## src/rtl/stream_pkg.sv

```systemverilog
// Shared stream types: upsizer FSM state and the logical-to-physical lane mapping.
package stream_pkg;

    typedef enum logic {
        UPS_FILL = 1'b0,
        UPS_HOLD = 1'b1
    } ups_state_e;

    // Physical lane for logical beat idx; MSB-first mirrors beat 0 into the top lane.
    function automatic int ups_lane(input int idx, input int ratio, input bit msb_first);
        return msb_first ? (ratio - 1 - idx) : idx;
    endfunction

endpackage

```

## src/rtl/stream_upsizer.sv

```systemverilog
// Valid/ready width up-converter: packs RATIO beats of IN_WIDTH bits into one registered word.
// Optional packet framing (last_i/last_o, early word close) is built with STREAM_UPSIZER_LAST_EN.
module stream_upsizer
    import stream_pkg::*;
#(
    parameter int IN_WIDTH  = 32,
    parameter int RATIO     = 4,
    parameter bit MSB_FIRST = 1'b0
) (
    input  logic                            clk_i,
    input  logic                            rst_n_i,
    input  logic                            flush_i,
    input  logic                            valid_i,
    output logic                            ready_o,
    input  logic [IN_WIDTH-1:0]             data_i,
    output logic                            valid_o,
    input  logic                            ready_i,
    output logic [IN_WIDTH*RATIO-1:0]       data_o,
    output logic [$clog2(RATIO+1)-1:0]      cnt_o,
`ifdef STREAM_UPSIZER_LAST_EN
    input  logic                            last_i,
    output logic                            last_o,
`endif
    output logic                            dbg_state_o
);

    localparam int CW = $clog2(RATIO + 1);
    localparam int OW = IN_WIDTH * RATIO;

    ups_state_e      st_q;
    logic [CW-1:0]   cnt_q;
    logic [OW-1:0]   data_q;
    logic            valid_q;

    logic            in_hs;
    logic            out_hs;
    logic            close_word;
    logic [CW-1:0]   base_cnt;
    logic [CW-1:0]   inc_cnt;
    logic [OW-1:0]   packed_d;

    // Handshake: a transfer happens on a rising edge where valid && ready are both high;
    // once valid_o is raised, data_o/cnt_o/last_o hold until that transfer (or a flush).
    assign ready_o = !flush_i && ((st_q == UPS_FILL) || ready_i);
    assign in_hs   = valid_i && ready_o;
    assign out_hs  = valid_q && ready_i;

    // A beat taken while draining a held word starts the next word at beat 0.
    assign base_cnt = (st_q == UPS_HOLD) ? '0 : cnt_q;
    assign inc_cnt  = base_cnt + CW'(1);

`ifdef STREAM_UPSIZER_LAST_EN
    assign close_word = (inc_cnt == CW'(RATIO)) || last_i;
`else
    assign close_word = (inc_cnt == CW'(RATIO));
`endif

    // Beat 0 starts from an all-zero word so unused lanes of a short word read 0.
    always_comb begin
        packed_d = (base_cnt == '0) ? '0 : data_q;
        for (int l = 0; l < RATIO; l++) begin
            if (ups_lane(int'(base_cnt), RATIO, MSB_FIRST) == l) begin
                packed_d[l*IN_WIDTH +: IN_WIDTH] = data_i;
            end
        end
    end

    always_ff @(posedge clk_i or negedge rst_n_i) begin
        if (!rst_n_i) begin
            st_q    <= UPS_FILL;
            cnt_q   <= '0;
            data_q  <= '0;
            valid_q <= 1'b0;
        end else if (flush_i) begin
            st_q    <= UPS_FILL;
            cnt_q   <= '0;
            data_q  <= '0;
            valid_q <= 1'b0;
        end else begin
            case (st_q)
                UPS_FILL: begin
                    if (in_hs) begin
                        data_q <= packed_d;
                        cnt_q  <= inc_cnt;
                        if (close_word) begin
                            st_q    <= UPS_HOLD;
                            valid_q <= 1'b1;
                        end
                    end
                end
                UPS_HOLD: begin
                    if (out_hs) begin
                        if (in_hs) begin
                            data_q  <= packed_d;
                            cnt_q   <= inc_cnt;
                            st_q    <= close_word ? UPS_HOLD : UPS_FILL;
                            valid_q <= close_word;
                        end else begin
                            cnt_q   <= '0;
                            st_q    <= UPS_FILL;
                            valid_q <= 1'b0;
                        end
                    end
                end
                default: begin
                    st_q    <= UPS_FILL;
                    cnt_q   <= '0;
                    valid_q <= 1'b0;
                end
            endcase
        end
    end

`ifdef STREAM_UPSIZER_LAST_EN
    logic last_q;

    always_ff @(posedge clk_i or negedge rst_n_i) begin
        if (!rst_n_i) begin
            last_q <= 1'b0;
        end else if (flush_i) begin
            last_q <= 1'b0;
        end else if ((st_q == UPS_FILL) && in_hs && close_word) begin
            last_q <= last_i;
        end else if ((st_q == UPS_HOLD) && out_hs) begin
            last_q <= in_hs && close_word && last_i;
        end
    end

    assign last_o = last_q;
`endif

    assign valid_o     = valid_q;
    assign data_o      = data_q;
    assign cnt_o       = cnt_q;
    assign dbg_state_o = st_q;

`ifndef SYNTHESIS
    a_params: assert property (@(posedge clk_i) (RATIO >= 2) && (IN_WIDTH >= 1));

    a_no_flush_with_valid: assert property (@(posedge clk_i) disable iff (!rst_n_i)
        !(flush_i && valid_i));

    a_output_stable: assert property (@(posedge clk_i) disable iff (!rst_n_i)
        (valid_q && !ready_i && !flush_i) |=> (valid_q && $stable(data_q) && $stable(cnt_q)));
`endif

endmodule
```

## config.mk

```make
export PLATFORM = sky130hd
export DESIGN_NAME = stream_upsizer
export DESIGN_NICKNAME = d
export VERILOG_FILES = /design/src/rtl/stream_pkg.sv /design/src/rtl/stream_upsizer.sv
export SDC_FILE = /design/constraint.sdc
export NUM_CORES = 1
export LEC_CHECK = 0
export BUFFER_PORTS_ARGS = -buffer_cell sky130_fd_sc_hd__buf_2
export CAP_MARGIN = 20
export CORE_AREA = 10 10 140 103
export CTS_CLUSTER_DIAMETER = 150
export DETAILED_ROUTE_END_ITERATION = 8
export DIE_AREA = 0 0 150 113
export PLACE_DENSITY = 0.75
export SKIP_LAST_GASP = 1
export SLEW_MARGIN = 20
export SYNTH_ARGS = -nofsm -noshare
export SYNTH_HDL_FRONTEND = slang
export SYNTH_SLANG_ARGS = --single-unit
export TNS_END_PERCENT = 10
```

## constraint.sdc

```tcl
create_clock -name clk_i -period 1.7 [get_ports clk_i]
set_input_delay 0.34 -clock clk_i [delete_from_list [all_inputs] [get_ports clk_i]]
set_output_delay 0.34 -clock clk_i [all_outputs]
set_load 0.01 [all_outputs]
```

==> results.txt, run 1 <==
Rel. slew slack = 68.1%
Critical path start-end classification = reg -> reg
Mapped Cells = 371
Worst skew pair latency = 400 ps
# IOs = 171
Sinks on Clock Net = 133
Final hold slack = 197 ps
Initial Utilization = 45.6%
Final hold violations = 0
Critical Path AT = 1990 ps
Die Ht = 113 um
IR drop worst, VDD = 0.740 mV
Fmax = 0.602 GHz
Pwr Density = 1110 nW/um^2
Total grt overflow = 0
Switching part of the total = 24.8%
Avg Cell Area, Syn = 14.3 um^2
CP endpoint kind = flop
Finished Core Util = 61.0%
Final ANT Viol Nets = 0
Final worst path period share = 97.7%
Met1 WL = 6.98 mm
Max Cap Viol = 0
Clock Path Buffers = 2
Hold Crit Class = in -> reg
Leading cell types in the layout, fill and taps excluded = buf_2 (169), dfrtp_1 (132), a32o_1 (96), mux2_1 (28), nor2b_1 (26)
Syn_nets = 409
Core area = 11600 um^2
Register area share after synthesis = 62.7%
Post-detailed-route wirelength per cell = 23.2 um
CP cell instances = and3b_1, ha_4, o311ai_4, buf_4, a32o_1
Initial drt markers = 241
I/O Buffers = 170
Final setup violation count = 0
CTS tree = yes
Critical Path Start = dbg_state_o$_DFF_PN0_
Crit start category = flop
Chip Width = 150 um
# rows = 33
Worst Path Max Fanout = 9
CP max stage delay = 410 ps
First-pass GRT wire length = 26.0 mm
Status = finished, final reports clean
Net Sw Power = 0.00195 W
Vias in the first global route = 4595
Routed wire length = 16.6 mm
Antenna violations before repair = 0
Most common library cell in the layout ignoring fill and taps = buf_2
Highest metal used = met4
Register bit total from synthesis = 133
Clock Skews = 8.31 ps
Routed wl met2 = 7.71 mm
Pins Over Slew Limit = 0
Area growth syn-to-layout = 33.7%
Clock-pin slew on the worst setup and hold paths = 60 ps
Sequential power share = 42.6%
Die area = 17000 um^2
Clk root buf = clkbuf_16
Yosys warnings = 0
P_leak = 3.74 nW
Setup Buffers After CTS = 0
RSZ-0062 raised after global routing = true
Detailed Place HPWL = 11.5 mm
Fin Setup TNS = 0 ps
Mapped Area = 5310 um^2
Drt via density = 5.95
DR vias = 4258
TritonCTS buffer count = 17
Count of filler cells inserted in the layout = 927
Gpl congestion = 0.814
Clock power share = 47.7%
HP Start = data_i[27]
Largest net degree at the start of global routing = 58
Fin crit period = 1660 ps
# nets final = 584
Total track usage = 19.4%
Pwr Total = 0.00786 W
DRC Markers = 0
Critical-path top delay cell = dfrtp_2
Worst-margin pin slew = 478 ps
DRT Pass-1 Iters = 5
DR WL met3 = 1.76 mm
Combinational Power Share = 9.7%
CP Data Required Time = 2030 ps
# diodes = 0
Number of H-tree levels = 4
Critical R2R Launch = dbg_state_o$_DFF_PN0_
Pint = 0.00591 W
Layout cells sized above 1 = 42.8%
Cell variety after synth = 32
## worst max-delay path, delay by kind of cell, from the launching register on
kind	cells	cell delay, ps
AO/OA/AOI/OAI	2	540
flip-flops	1	410
buffers and inverters	1	230
AND/OR/NAND/NOR	1	220
adder cells (fa/ha/maj)	1	180
## synthesized netlist by cell type
cell / number / share of area, %
o311ai_2: 1 / 0.31
o211ai_2: 1 / 0.24
mux2_1: 28 / 5.9
nand2b_1: 1 / 0.12
and2b_2: 1 / 0.16
and3_1: 1 / 0.12
a32o_1: 96 / 18
a21oi_1: 5 / 0.47
buf_4: 2 / 0.28
and3b_1: 3 / 0.49
nor2b_1: 26 / 3.1
a2111oi_0: 1 / 0.16
mux2i_1: 1 / 0.19
buf_2: 21 / 2.0
o21bai_1: 1 / 0.14
o21ai_0: 1 / 0.094
dfrtp_1: 133 / 63
nor3_1: 1 / 0.094
a21bo_2: 2 / 0.38
nand2_1: 3 / 0.21
ha_1: 1 / 0.24
clkinv_1: 1 / 0.071
a211oi_1: 1 / 0.14
nand3b_1: 1 / 0.14
inv_1: 1 / 0.071
clkbuf_1: 17 / 1.2
o211ai_1: 2 / 0.28
nor2_1: 4 / 0.28
and4b_1: 2 / 0.38
a21boi_0: 2 / 0.28
mux2_2: 4 / 0.85
and2b_1: 6 / 0.85
## kinds of logic (layout without fill, tap and decap cells)
logic type | Yosys count | in the layout | share of synthesized area (%)
flip-flops | 133 | 133 | 62.7
AO/OA/AOI/OAI | 113 | 113 | 20.6
AND/OR/NAND/NOR | 49 | 49 | 5.91
buffers and inverters | 42 | 230 | 3.60
multiplexers | 33 | 33 | 6.97
adder cells (fa/ha/maj) | 1 | 1 | 0.236
## power by group through the flow
stage	combinational, W	clock, W	sequential, W
2_1_floorplan	0.000288	0	0.00345
3_3_place_gp	0.000741	0	0.00340
3_5_place_dp	0.000761	0	0.00340
4_1_cts	0.000771	0.00379	0.00335
5_1_grt	0.000826	0.00396	0.00336
6_report	0.000759	0.00375	0.00335
## final cells by class
class / count / area [um^2] / share of cell area [%]
Clock inverter: 14 / 176 / 2.49
Tap cell: 157 / 196 / 2.77
Sequential cell: 133 / 3330 / 46.9
Multi-Input combinational cell: 196 / 1830 / 25.8
Timing Repair Buffer: 196 / 1130 / 15.9
Clock buffer: 18 / 429 / 6.05
Inverter: 2 / 7.51 / 0.106
## metrics by stage
stage	instance area, um^2	instances	worst slack, ps
finish	7100	716	39.0
global route	7100	716	-28.9
detailed placement	6480	683	41.5
floorplan	5370	371	-22.7
global placement	6480	683	94.1
CTS	7100	716	25.0
## sequential cells by signal (all words and copies together), names as in the netlist
register,count
valid_o,1
cnt_o,3
dbg_state_o,1
data_o,128
## metal layers
metal | global-route usage (%) | vias to the layer above
met5 | 0 | -
met4 | 5.30 | 0
met3 | 8.28 | 12
met2 | 30.6 | 197
met1 | 23.8 | 2237
li1 | - | 1812
## path summary, 6_finish.rpt
path	end	slack [ps]	depth (start not counted)
max in group asynchronous	data_o[80]$_DFFE_PN0P_	620	3
setup reg to reg	data_o[110]$_DFFE_PN0P_	40	5
min in group asynchronous	cnt_o[0]$_DFFE_PN0P_	460	2
hold / removal	data_o[123]$_DFFE_PN0P_	200	2
hold reg to reg	data_o[69]$_DFFE_PN0P_	520	1
setup / recovery	data_o[110]$_DFFE_PN0P_	40	5
## what timing repair did
item                                    CTS  global route
hold buffers                              1             0
resized for setup                         1             0
hold endpoints to repair                 32             0
endpoints found under the setup margin    1            10
No activity file was read; power rests on OpenSTA's default activity.
==> run 2: changes to the inputs <==
--- a/config.mk
+++ b/config.mk
@@ -5,12 +5,13 @@
 export SDC_FILE = /design/constraint.sdc
 export NUM_CORES = 1
 export LEC_CHECK = 0
+export ABC_CLOCK_PERIOD_IN_PS = 1700
 export BUFFER_PORTS_ARGS = -buffer_cell sky130_fd_sc_hd__buf_2
 export CAP_MARGIN = 20
-export CORE_AREA = 10 10 140 103
+export CORE_AREA = 2 2 132 95
 export CTS_CLUSTER_DIAMETER = 150
 export DETAILED_ROUTE_END_ITERATION = 8
-export DIE_AREA = 0 0 150 113
+export DIE_AREA = 0 0 134 97
 export PLACE_DENSITY = 0.75
 export SKIP_LAST_GASP = 1
 export SLEW_MARGIN = 20
==> run 2 against run 1 <==
  * Clock skew decreased by 1.8 ps
  * Global-route usage increased by 5.0 points
  * Cell count increased by 0.28%
  * Sequential share of layout area decreased by 0.77 points
  * Routed wire length decreased by 6.9%
  * Worst setup slack improved by 0.79 ps
  * Non-clock buffer count increased by 3
  * Worst hold slack improved by 1.4 ps
  * Utilization increased by 1.2 points
  * Clock-buffer cell count increased by 1
  * Combinational power increased by 0.7%
  * Final area increased by 1.7%
==> results.txt, run 2 (synthesized netlist as in run 1, its figures left out) <==
Detailed Place HPWL = 10.3 mm
Routed wire length = 15.5 mm
Largest net degree at the start of global routing = 97
CP Data Required Time = 1980 ps
CP endpoint kind = flop
Clock Path Buffers = 2
DRC Markers = 0
CP cell instances = buf_4, nor3_1, buf_4, o211ai_4, buf_12, mux2_1
Worst skew pair latency = 400 ps
Crit path buffers/inverters = 3
Pins Over Slew Limit = 0
First-pass GRT wire length = 24.4 mm
Die Ht = 97 um
Final ANT Viol Nets = 0
Final WS setup = 39.8 ps
Met3 layer usage reported by global route = 7.55%
Rel. slew slack = 72.4%
Critical Path Start = cnt_o[0]$_DFFE_PN0P_
# IOs = 171
Max reg flops = 128
Pwr Density = 1130 nW/um^2
Leading cell types in the layout, fill and taps excluded = buf_2 (169), dfrtp_1 (132), a32o_1 (96), mux2_1 (28), nor2b_1 (26)
CP max stage delay = 400 ps
Drt via density = 5.93
Routing usage on met1 = 33.1%
Area of the multi-input gates = 1830 um^2
DRT Pass-1 Iters = 5
Core area = 11600 um^2
DR vias = 4256
Worst-margin pin slew = 413 ps
Post-detailed-route wirelength per cell = 21.5 um
Fin crit period = 1660 ps
# diodes = 0
M2 GR Usage = 37.4%
RSZ-0062 raised after global routing = true
Delay-heaviest family, CP = buffers and inverters
TritonCTS buffer count = 17
Total grt overflow = 0
Number of H-tree levels = 4
Initial Utilization = 45.8%
Post-route design area = 7220 um^2
Gpl congestion = 0.810
Initial drt markers = 328
Total track usage = 24.3%
Most Crowded Layer GR = met2
Critical-path top delay cell = dfrtp_1
IR drop worst, VDD = 0.864 mV
# nets final = 587
Final worst path period share = 97.7%
Max Cap Viol = 0
Register area = 3330 um^2
HP Start = data_i[27]
CTS tree = yes
Final hold slack = 199 ps
Final hold violations = 0
# rows = 33
Fmax = 0.602 GHz
Setup Buffers After CTS = 0
Post-Layout Cell Count = 718
Clock-pin slew on the worst setup and hold paths = 60 ps
Crit start category = flop
Cell Area, Placed = 6550 um^2
Critical path start-end classification = reg -> reg
Die area = 13000 um^2
Sinks on Clock Net = 133
Cell total after placement = 686
Status = finished, final reports clean
Most common library cell in the layout ignoring fill and taps = buf_2
Chip Width = 134 um
Count of filler cells inserted in the layout = 901
Post-CTS sizing = 0
DP Worst Slack = 28.0 ps
P_leak = 3.79 nW
Critical R2R Launch = cnt_o[0]$_DFFE_PN0P_
CP dominant cell by count = buf_4
Vias in the first global route = 4324
Layout cells sized above 1 = 43.1%
Hold Crit Class = in -> reg
Final setup violation count = 0
Fin Setup TNS = 0 ps
Clock Skews = 6.55 ps
I/O Buffers = 170
Worst Path Max Fanout = 17
Area growth syn-to-layout = 35.9%
Antenna violations before repair = 0
Clk root buf = clkbuf_16
Critical Path AT = 1940 ps
==> run 2: per-stage QoR <==
step / power [W] / utilization [%]
final: 0.00815 / 62.2
after global routing: 0.00843 / 62.2
after CTS: 0.00821 / 62.2
after detailed placement: 0.00417 / 56.5
after global placement: 0.00414 / 56.5
after floorplan: 0.00374 / -
==> run 2: metal layers <==
| layer | up-vias | part of all wire [%] |
|---|---|---|
| met1 | 2201 | 43 |
| met2 | 218 | 47 |
| met5 | - | 0 |
| li1 | 1818 | - |
| met3 | 19 | 9.2 |
| met4 | 0 | 1.3 |
==> run 2: final cells by class <==
class / count / share of cell area [%]
timing repair buffer: 199 / 16.6
clock buffer: 19 / 6.28
clock inverter: 12 / 2.81
tap: 157 / 2.72
multi-input combinational: 196 / 25.3
sequential: 133 / 46.1
inverter: 2 / 0.104
==> run 2: power breakdown <==
| group | total (W) | leakage [nW] | switching, W | internal, W |
|---|---|---|---|---|
| logic | 0.000764 | 1.65 | 0.000454 | 0.000311 |
| registers | 0.00335 | 1.83 | 0.0000673 | 0.00328 |
| clock network | 0.00403 | 0.307 | 0.00136 | 0.00267 |
==> run 2: what timing repair did <==
item	in CTS	in global routing
endpoints found under the hold margin	21	0
endpoints found under the setup margin	0	39
hold buffers	1	0
==> run 2: worst paths after layout <==
| kind | depth (start not counted) | end | slack (ps) |
|---|---|---|---|
| worst max-delay path | 6 | data_o[17]$_DFFE_PN0P_ | 40 |
| worst min-delay path | 2 | data_o[91]$_DFFE_PN0P_ | 200 |
| worst max register to register | 6 | data_o[17]$_DFFE_PN0P_ | 40 |
| worst min register to register | 1 | data_o[85]$_DFFE_PN0P_ | 520 |
| max in group asynchronous | 3 | data_o[101]$_DFFE_PN0P_ | 700 |
| min in group asynchronous | 2 | data_o[37]$_DFFE_PN0P_ | 400 |
==> run 3: changes to the inputs <==
==> constraint.sdc (replaced) <==
create_clock -name clk_i -period 1.7 [get_ports clk_i]
set_input_delay 0.17 -clock clk_i [delete_from_list [all_inputs] [get_ports clk_i]]
set_output_delay 0.17 -clock clk_i [all_outputs]
set_load 0.01 [all_outputs]
==> run 3 against run 2 <==
  * Flip-flop and latch count is the same
  * Clock skew is 3.8 ps higher
  * Worst hold slack worse by 170 ps
  * Combinational power fell by 0.7%
  * Routed wire length rose by 0.70%
  * Non-clock buffer count unchanged
  * Sequential share of layout area grew 0.26 points
  * Critical path type unchanged
  * Largest power group unchanged
==> results.txt, run 3 (synthesized netlist as in run 1, its figures left out) <==
Vias in the first global route = 4438
Total track usage = 24.8%
Clock Path Buffers = 2
RSZ-0062 raised after global routing = false
Area growth syn-to-layout = 35.2%
Antenna violations before repair = 0
DR vias = 4268
# IOs = 171
Total grt overflow = 0
Max reg flops = 128
IR drop worst, VDD = 0.730 mV
Chip Width = 134 um
Worst-margin pin slew = 479 ps
Most common library cell in the layout ignoring fill and taps = buf_2
# nets final = 587
Worst skew pair latency = 410 ps
Fin crit period = 1620 ps
Hold Path End = data_o[121]$_DFFE_PN0P_
HP Start = data_i[25]
Delay-heaviest family, CP = simple AND/OR/NAND/NOR gates
Status = finished, final reports clean
Hold Crit Class = in -> reg
Critical path start-end classification = reg -> reg
Initial drt markers = 336
Final worst path period share = 95.3%
Max Cap Viol = 0
# diodes = 0
Fmax = 0.617 GHz
Drt via density = 5.94
CTS tree = yes
CP endpoint kind = flop
R2R cell count = 5
Fin Setup TNS = 0 ps
Critical-path top delay cell = dfrtp_2
Largest net degree at the start of global routing = 97
Hold Crit Depth = 2
Number of H-tree levels = 4
TritonCTS buffer count = 17
Critical Path AT = 1960 ps
Gpl congestion = 0.854
Final ANT Viol Nets = 0
Pins Over Slew Limit = 0
Post-CTS sizing = 0
First-pass GRT wire length = 24.8 mm
Die area = 13000 um^2
Detailed Place HPWL = 10.3 mm
Sinks on Clock Net = 133
Die Ht = 97 um
Worst Path Max Fanout = 19
P_leak = 3.78 nW
Initial Utilization = 45.8%
RR Endpoint = data_o[125]$_DFFE_PN0P_
Final setup violation count = 0
Reg2reg setup slack = 80 ps
Final hold violations = 0
Rel. slew slack = 67.2%
Routed wire length = 15.6 mm
Critical R2R Launch = dbg_state_o$_DFF_PN0_
Clk root buf = clkbuf_16
Clock Skews = 10.3 ps
Clock-pin slew on the worst setup and hold paths = 60 ps
Layout cells sized above 1 = 43.2%
CP Data Required Time = 2040 ps
Final hold slack = 28.6 ps
Leading cell types in the layout, fill and taps excluded = buf_2 (169), dfrtp_1 (132), a32o_1 (96), mux2_1 (28), nor2b_1 (26)
Core area = 11600 um^2
I/O Buffers = 170
Setup Buffers After CTS = 0
Pwr Density = 1140 nW/um^2
Critical Path Start = dbg_state_o$_DFF_PN0_
Pwr Total = 0.00817 W
DRT Pass-1 Iters = 4
Crit start category = flop
CP cell instances = and3b_1, ha_4, and3_1, buf_4, a32o_1
Count of filler cells inserted in the layout = 898
CP max stage delay = 430 ps
Post-detailed-route wirelength per cell = 21.6 um
Crit path buffers/inverters = 1
DRC Markers = 0
# rows = 33
run 3: cell types whose count changed in the layout (fill, tap and decap cells not counted), moves of 2 or more:
cell / change
clkinvlp_4: -2
buf_4: +3
buf_12: -3
inv_6: +3
clkbuf_8: -2
run 3: report_power, final:
| group | internal [W] | switching [W] | total, W |
|---|---|---|---|
| registers | 0.00328 | 0.0000621 | 0.00334 |
| logic | 0.000302 | 0.000458 | 0.000759 |
| clock network | 0.00262 | 0.00145 | 0.00407 |
| total | 0.00620 | 0.00197 | 0.00817 |
run 3: worst reg2reg max path, stage by stage, from the launching register on:
cell and delay (ps):
dfrtp_2 430, and3b_1 270, ha_4 170, and3_1 220, buf_4 290, a32o_1 180
run 3: final cells by class:
class / count / area (um^2) / share of cell area [%]
Clock buffer: 17 / 425 / 5.93
Tap cell: 157 / 196 / 2.74
Timing Repair Buffer: 199 / 1160 / 16.2
Sequential cell: 133 / 3330 / 46.4
Multi-Input combinational cell: 196 / 1830 / 25.5
Inverter: 2 / 7.51 / 0.105
Clock inverter: 15 / 228 / 3.17
run 3: metrics by stage:
step,instance area [um^2],util (%),cells,worst slack [ps]
CTS,7180,61.9,719,35.0
global route,7180,61.9,719,3.22
finish,7180,61.9,719,79.4
global placement,6510,56.1,686,123
floorplan,5370,-,371,-22.7
detailed placement,6510,56.1,686,55.0
run 3: how the worst max path moves through the flow:
stage,end,cells after the start
after floorplan,data_o[100]$_DFFE_PN0P_,6
after global placement,data_o[99]$_DFFE_PN0P_,5
after detailed placement,data_o[101]$_DFFE_PN0P_,5
after CTS,data_o[102]$_DFFE_PN0P_,5
after global routing,data_o[110]$_DFFE_PN0P_,5
final,data_o[125]$_DFFE_PN0P_,5
run 3: what timing repair did:
action | 4_1_cts | 5_1_grt
endpoints found under the setup margin | 0 | 31
hold endpoints to repair | 133 | 0
hold buffers | 1 | 0
run 3: per-layer routing:
layer,vias to the layer above,global-route usage (%),wire [um]
li1,1815,-,-
met1,2221,33.9,6750
met2,217,38.2,7310
met3,15,7.91,1370
met4,0,7.36,133
met5,-,0,0
